===== config.mk =====
export PLATFORM = sky130hd
export DESIGN_NAME = sdram_arbiter
export DESIGN_NICKNAME = d
export VERILOG_FILES = /design/src/rtl/sdram_pkg.sv /design/src/rtl/sdram_arbiter.sv
export SDC_FILE = /design/constraint.sdc
export NUM_CORES = 1
export LEC_CHECK = 0
export ABC_AREA = 1
export CAP_MARGIN = 20
export CORE_ASPECT_RATIO = 1.25
export CORE_MARGIN = 5
export CORE_UTILIZATION = 34
export DETAILED_ROUTE_END_ITERATION = 6
export PLACE_DENSITY_LB_ADDON = 0.1
export SETUP_SLACK_MARGIN = 0.02
export SYNTH_ARGS = -nofsm -noshare
export SYNTH_HDL_FRONTEND = slang
export SYNTH_SLANG_ARGS = --single-unit

===== constraint.sdc =====
create_clock -name clk_i -period 4.4 [get_ports clk_i]
set_clock_uncertainty 0.2 [all_clocks]
set_input_delay 0.44 -clock clk_i [delete_from_list [all_inputs] [get_ports clk_i]]
set_output_delay 0.44 -clock clk_i [all_outputs]
set_load 0.03 [all_outputs]

===== src/rtl/sdram_pkg.sv =====
// Shared types for the SDRAM port-sharing logic.
//   sdram_cmd_t  : command fields presented to the SDRAM controller
//   sdram_resp_t : response beat returned by the SDRAM controller
//   arb_state_e  : arbiter ownership state
//   arb_win_e    : combinational winner of the idle-time arbitration
package sdram_pkg;

  typedef struct packed {
    logic        we;
    logic [23:0] addr_x16;
    logic [15:0] wdata;
    logic [1:0]  wmask;
  } sdram_cmd_t;

  typedef struct packed {
    logic        valid;
    logic        last;
    logic [15:0] rdata;
  } sdram_resp_t;

  typedef enum logic [1:0] {
    IDLE   = 2'd0,
    BUSY_V = 2'd1,
    BUSY_C = 2'd2
  } arb_state_e;

  typedef enum logic [1:0] {
    WIN_NONE = 2'd0,
    WIN_V    = 2'd1,
    WIN_C    = 2'd2
  } arb_win_e;

endpackage


===== src/rtl/sdram_arbiter.sv =====
// sdram_arbiter
// Shares one SDRAM controller port between the video scan-out master (V,
// read bursts) and the CPU bus master (C, single-word read/write).
// V has fixed priority, but after MAX_V_STREAK consecutive V grants while C
// is waiting, C wins once. The grant is held from command accept until the
// owner pulses its ack; if the owner never acks, the grant is force-released
// ACK_TIMEOUT cycles after the owner's last response word and err_timeout_o
// latches until reset.
// Ports:
//   clk_i, rst_i                        clock, async active-high reset
//   v_cmd_*, v_addr_x16, v_ack          V command handshake and release
//   v_resp_*, v_rdata, v_rdy            V response path, controller-ready copy
//   c_cmd_*, c_we/addr/wdata/wmask      C command handshake and fields
//   c_ack, c_resp_*, c_rdata, c_rdy     C release, response path, ready copy
//   mem_cmd_*, mem_we/addr/wdata/wmask  muxed command to the controller
//   mem_rdy, mem_ack                    controller ready, release to controller
//   mem_resp_valid/last/rdata           controller response
//   err_timeout_o                       sticky forced-release flag
module sdram_arbiter
  import sdram_pkg::*;
#(
  parameter int unsigned MAX_V_STREAK = 4,
  parameter int unsigned ACK_TIMEOUT  = 255
) (
  input  logic        clk_i,
  input  logic        rst_i,
  // V port
  input  logic        v_cmd_valid,
  output logic        v_cmd_ready,
  output logic        v_rdy,
  input  logic        v_ack,
  input  logic [23:0] v_addr_x16,
  output logic        v_resp_valid,
  output logic        v_resp_last,
  output logic [15:0] v_rdata,
  // C port
  input  logic        c_cmd_valid,
  output logic        c_cmd_ready,
  output logic        c_rdy,
  input  logic        c_ack,
  input  logic        c_we,
  input  logic [23:0] c_addr_x16,
  input  logic [15:0] c_wdata,
  input  logic [1:0]  c_wmask,
  output logic        c_resp_valid,
  output logic        c_resp_last,
  output logic [15:0] c_rdata,
  // SDRAM controller
  output logic        mem_cmd_valid,
  input  logic        mem_cmd_ready,
  input  logic        mem_rdy,
  output logic        mem_ack,
  output logic        mem_we,
  output logic [23:0] mem_addr_x16,
  output logic [15:0] mem_wdata,
  output logic [1:0]  mem_wmask,
  input  logic        mem_resp_valid,
  input  logic        mem_resp_last,
  input  logic [15:0] mem_resp_rdata,
  output logic        err_timeout_o
);

  localparam int unsigned STREAK_W = (MAX_V_STREAK < 1) ? 1 : $clog2(MAX_V_STREAK + 1);
  localparam logic [STREAK_W-1:0] STREAK_MAX  = STREAK_W'(MAX_V_STREAK);
  localparam logic [7:0]          TIMEOUT_CNT = 8'(ACK_TIMEOUT);

  arb_state_e          state;
  arb_win_e            win;
  logic [STREAK_W-1:0] streak;
  logic                last_seen;
  logic [7:0]          to_cnt;

  sdram_cmd_t  v_cmd, c_cmd, mem_cmd;
  sdram_resp_t mem_resp;

  logic own_v, own_c, grant, owner_ack, owner_last, timeout_hit;

  assign v_cmd    = '{we: 1'b0, addr_x16: v_addr_x16, wdata: '0, wmask: 2'b11};
  assign c_cmd    = '{we: c_we, addr_x16: c_addr_x16, wdata: c_wdata, wmask: c_wmask};
  assign mem_resp = '{valid: mem_resp_valid, last: mem_resp_last, rdata: mem_resp_rdata};

  assign own_v = (state == BUSY_V);
  assign own_c = (state == BUSY_C);

  // Idle-time arbitration. Combinational outputs are masked while rst_i is
  // high so every output reads 0 during reset regardless of input activity.
  always_comb begin
    win = WIN_NONE;
    if (!rst_i && state == IDLE && mem_rdy) begin
      if (v_cmd_valid && !(c_cmd_valid && streak == STREAK_MAX)) win = WIN_V;
      else if (c_cmd_valid)                                       win = WIN_C;
    end
  end

  always_comb begin
    mem_cmd       = '0;
    mem_cmd_valid = 1'b0;
    v_cmd_ready   = 1'b0;
    c_cmd_ready   = 1'b0;
    unique case (win)
      WIN_V: begin
        mem_cmd       = v_cmd;
        mem_cmd_valid = 1'b1;
        v_cmd_ready   = mem_cmd_ready;
      end
      WIN_C: begin
        mem_cmd       = c_cmd;
        mem_cmd_valid = 1'b1;
        c_cmd_ready   = mem_cmd_ready;
      end
      default: ;
    endcase
  end

  assign mem_we       = mem_cmd.we;
  assign mem_addr_x16 = mem_cmd.addr_x16;
  assign mem_wdata    = mem_cmd.wdata;
  assign mem_wmask    = mem_cmd.wmask;

  assign grant = mem_cmd_valid && mem_cmd_ready;

  // Responses only reach the current owner; a beat arriving in IDLE is dropped.
  assign v_resp_valid = own_v && mem_resp.valid;
  assign v_resp_last  = own_v && mem_resp.valid && mem_resp.last;
  assign v_rdata      = own_v ? mem_resp.rdata : '0;
  assign c_resp_valid = own_c && mem_resp.valid;
  assign c_resp_last  = own_c && mem_resp.valid && mem_resp.last;
  assign c_rdata      = own_c ? mem_resp.rdata : '0;

  assign v_rdy = mem_rdy && !rst_i;
  assign c_rdy = mem_rdy && !rst_i;

  assign owner_ack   = (own_v && v_ack) || (own_c && c_ack);
  assign owner_last  = (own_v || own_c) && mem_resp.valid && mem_resp.last;
  // to_cnt equals the number of cycles elapsed since the resp_last cycle.
  assign timeout_hit = (own_v || own_c) && last_seen && (to_cnt == TIMEOUT_CNT);
  assign mem_ack     = owner_ack || timeout_hit;

  always_ff @(posedge clk_i or posedge rst_i) begin
    if (rst_i) begin
      state         <= IDLE;
      streak        <= '0;
      last_seen     <= 1'b0;
      to_cnt        <= '0;
      err_timeout_o <= 1'b0;
    end else begin
      unique case (state)
        IDLE: begin
          if (grant) begin
            state     <= (win == WIN_V) ? BUSY_V : BUSY_C;
            last_seen <= 1'b0;
            to_cnt    <= '0;
            if (win == WIN_C || !c_cmd_valid) streak <= '0;
            else if (streak != STREAK_MAX)    streak <= streak + STREAK_W'(1);
          end
        end
        BUSY_V, BUSY_C: begin
          if (mem_ack) begin
            state     <= IDLE;
            last_seen <= 1'b0;
            to_cnt    <= '0;
            if (!owner_ack) err_timeout_o <= 1'b1;
          end else if (last_seen) begin
            to_cnt <= to_cnt + 8'd1;
          end else if (owner_last) begin
            last_seen <= 1'b1;
            to_cnt    <= 8'd1;
          end
        end
        default: state <= IDLE;
      endcase
    end
  end

endmodule

==> metrics.csv <==
stage,metric,value,unit
status,status,finished clean,
yosys,most common library cells after synthesis,"nand2_1, inv_1, nor2_1",
sta,Worst Tran Pin Value,0.617,ns
finish,n_diodes,0,
pwr,Comb power frac,0.659,
sta,Final period util,0.846,
critical_path,Startpoint Class,input port,
clocking,Clock Tree Buf Depth,2,
sta,max-slew violations,0,
yosys,Netlist cell types,27,
pwr,Internal,0.455,mW
sta,Slew headroom,0.588,
global_routing,Tot GR Track Use,0.199,
place,pre-CTS WS,0.635,ns
clocking,cts bufs inserted,3,
sta,max frequency,0.268,GHz
yosys,Synth Net Count,463,
clocking,number of buffers inserted by hold repair at cts,0,
global_routing,initial antenna violation count,0,
yosys,Post-synth EDFFs,0,
critical_path,crit path from,c_cmd_valid,
routing,DRC viols,0,
clocking,H-tree depth,1,
floorplan,I/O pin cnt,179,
routing,DR vias,2682,
pwr,Max IR drop VDD,0.122,mV
routing,WL/cell,13.0,um
floorplan,core area,0.00570,sq mm
sta,RSZ-0062 raised after global routing,no,
critical_path,"Max stage delay cell, worst path",clkdlybuf4s50_1,
yosys,Syn. warnings,0,
routing,DR iter-0 viols,84,
place,# port buffers,178,
sta,final setup vio count,0,
global_routing,largest net degree at the start of global routing,46,
floorplan,row count,31,
critical_path,CP max FO,45,
critical_path,Worst EP required,3.76,ns
critical_path,CP arrival,3.08,ns
yosys,top post-synthesis cells by area,"nand2_1, dfrtp_1, inv_1",
clocking,Resize count post-CTS,0,
finish,nets,632,
clocking,Clock transition at path regs,0.06,ns
routing,Vias/cell,4.51,
worst_hold_path,worst min-delay path class,reg -> reg,
sta,final setup margin,0.675,ns
run,max_cap viols,0,
floorplan,Die Width,77.9,um
clocking,CTS Sinks,15,
clocking,CTS tree,done,
yosys,"Avg Cell Area, Syn",5.43,sq um
yosys,most common cell in the netlist,nand2_1,
place,DP HPWL,6520,um
yosys,share of the synthesized area in the top cell type,0.289,
critical_path,critical-path cell list,clkdlybuf4s50_1 -> inv_1 -> o21ai_0 -> inv_1 -> nor3_1 -> ha_1 -> buf_4 -> nand2_1 -> a21oi_1 -> clkdlybuf4s50_1,
routing,post-route ant nets,0,
worst_hold_path,hold path start,err_timeout_o,
yosys,asr flop ratio synth,1.00,
pwr,Power Dens Cells,222,mW/mm^2
sta,total negative setup slack,0,ns
critical_path,Critical R2R Launch,streak[0],
critical_path,Levels on crit path,10,
global_routing,first-pass GRT wire length,12000,um
yosys,post-synth top area cell,nand2_1,
sta,Hold Fails Final Rpt,0,
yosys,Syn Inst Count,361,
clocking,clock latency on the worst-skew pair,0.25,ns
clocking,setup bufs post-CTS,0,
finish,# fillers,535,
yosys,sequential area share after synthesis,0.192,
finish,area grow syn2layout,94.3,%
sta,min Tclk post-route,3.72,ns
yosys,number of synthesized register bits,15,
pwr,P_leak,1.76,nW
clocking,CTS root buf,clkbuf_8,
critical_path,"delay-heaviest family, CP",buffers and inverters,
pwr,clock share of power,0.131,
pwr,switching pwr,0.391,mW
finish,share of layout cells above drive strength 1,0.0378,
floorplan,die footprint,0.00739,sq mm
routing,WL final,7710,um
critical_path,CP max stage delay,0.72,ns
place,RD Place Congestion,0.840,
pwr,sequential share of power,0.210,
routing,drt first pass iters,4,
yosys,Mapped Area,0.00196,sq mm
worst_hold_path,hold path depth,1,
pwr,switching share of total power,0.462,
floorplan,Die Height,94.9,um
yosys,Synth Flop Type,dfrtp_1,
critical_path,Crit path buffers/inverters,5,
global_routing,GRT overflow,0,
floorplan,Starting Density,0.344,
critical_path,R2R depth,15,
global_routing,number of global-route vias before repair,2638,
critical_path,Worst setup EP type,output port,
critical_path,Setup CP Type,in -> out,
## through the flow
| stage | util | cells | power [mW] | instance area (sq um) | hold slack, ns |
|---|---|---|---|---|---|
| finish | 0.668 | 595 | 0.846 | 3810 | 0.292 |
| global route | 0.668 | 595 | 0.908 | 3810 | 0.328 |
| CTS | 0.668 | 595 | 0.852 | 3810 | 0.289 |
| detailed placement | 0.660 | 591 | 0.740 | 3760 | 0.273 |
| global placement | 0.660 | 591 | 0.733 | 3760 | 0.270 |
| floorplan | - | 361 | 0.509 | 1960 | 0.141 |
## metal layers
metal | up-vias | GRT usage | wire length [um]
met4 | 0 | 0.0507 | 170
met3 | 14 | 0.0754 | 873
met2 | 109 | 0.381 | 3900
li1 | 1408 | - | -
met5 | - | 0 | 0
met1 | 1151 | 0.199 | 2770
## power by group through the flow
stage / sequential, mW / clock (mW) / combinational [mW]
after global placement: 0.179 / 0 / 0.554
final: 0.178 / 0.111 / 0.557
after global routing: 0.180 / 0.120 / 0.608
after CTS: 0.178 / 0.113 / 0.562
after floorplan: 0.175 / 0 / 0.333
after detailed placement: 0.180 / 0 / 0.560
## sequential cells by signal, summed over array words and instances (netlist names)
name	cells
to_cnt	8
streak	3
state	2
err_timeout_o	1
last_seen	1
## layout make-up
class,count,area (sq um),share of cell area
inverters,68,258,0.0677
clock buffers,4,45.0,0.0118
multi-input cells,260,1230,0.324
flip-flops and latches,15,375,0.0986
well taps,66,82.6,0.0217
repair buffers,182,1810,0.476
## cell usage in the layout, fill, tap and decap left out, types with 2 or more instances in the layout
| cell | n |
|---|---|
| o21ai_0 | 5 |
| ha_1 | 9 |
| buf_4 | 4 |
| nor2_4 | 2 |
| dfrtp_1 | 15 |
| nand2_1 | 151 |
| nand4_1 | 3 |
| clkdlybuf4s50_1 | 178 |
| xnor2_1 | 3 |
| nor2_1 | 32 |
| clkbuf_8 | 3 |
| nand3_2 | 2 |
| a21oi_1 | 26 |
| clkinv_2 | 2 |
| nand3_1 | 18 |
| inv_1 | 65 |
## final timing paths
kind,endpoint,slack (ns)
min in group asynchronous,state[1],0.37
max in group asynchronous,err_timeout_o,3.25
min,err_timeout_o,0.29
max reg2reg,to_cnt[0],1.46
min reg2reg,err_timeout_o,0.29
max,mem_addr_x16[16],0.68
## cells by family after synthesis
group           share of synthesized area
compound gates                      0.100
xor+xnor                           0.0134
fa+ha+maj                          0.0575
buf+inv                             0.178
flops                               0.192
simple gates                        0.459
Note: power is estimated with default switching activity, not from simulation.
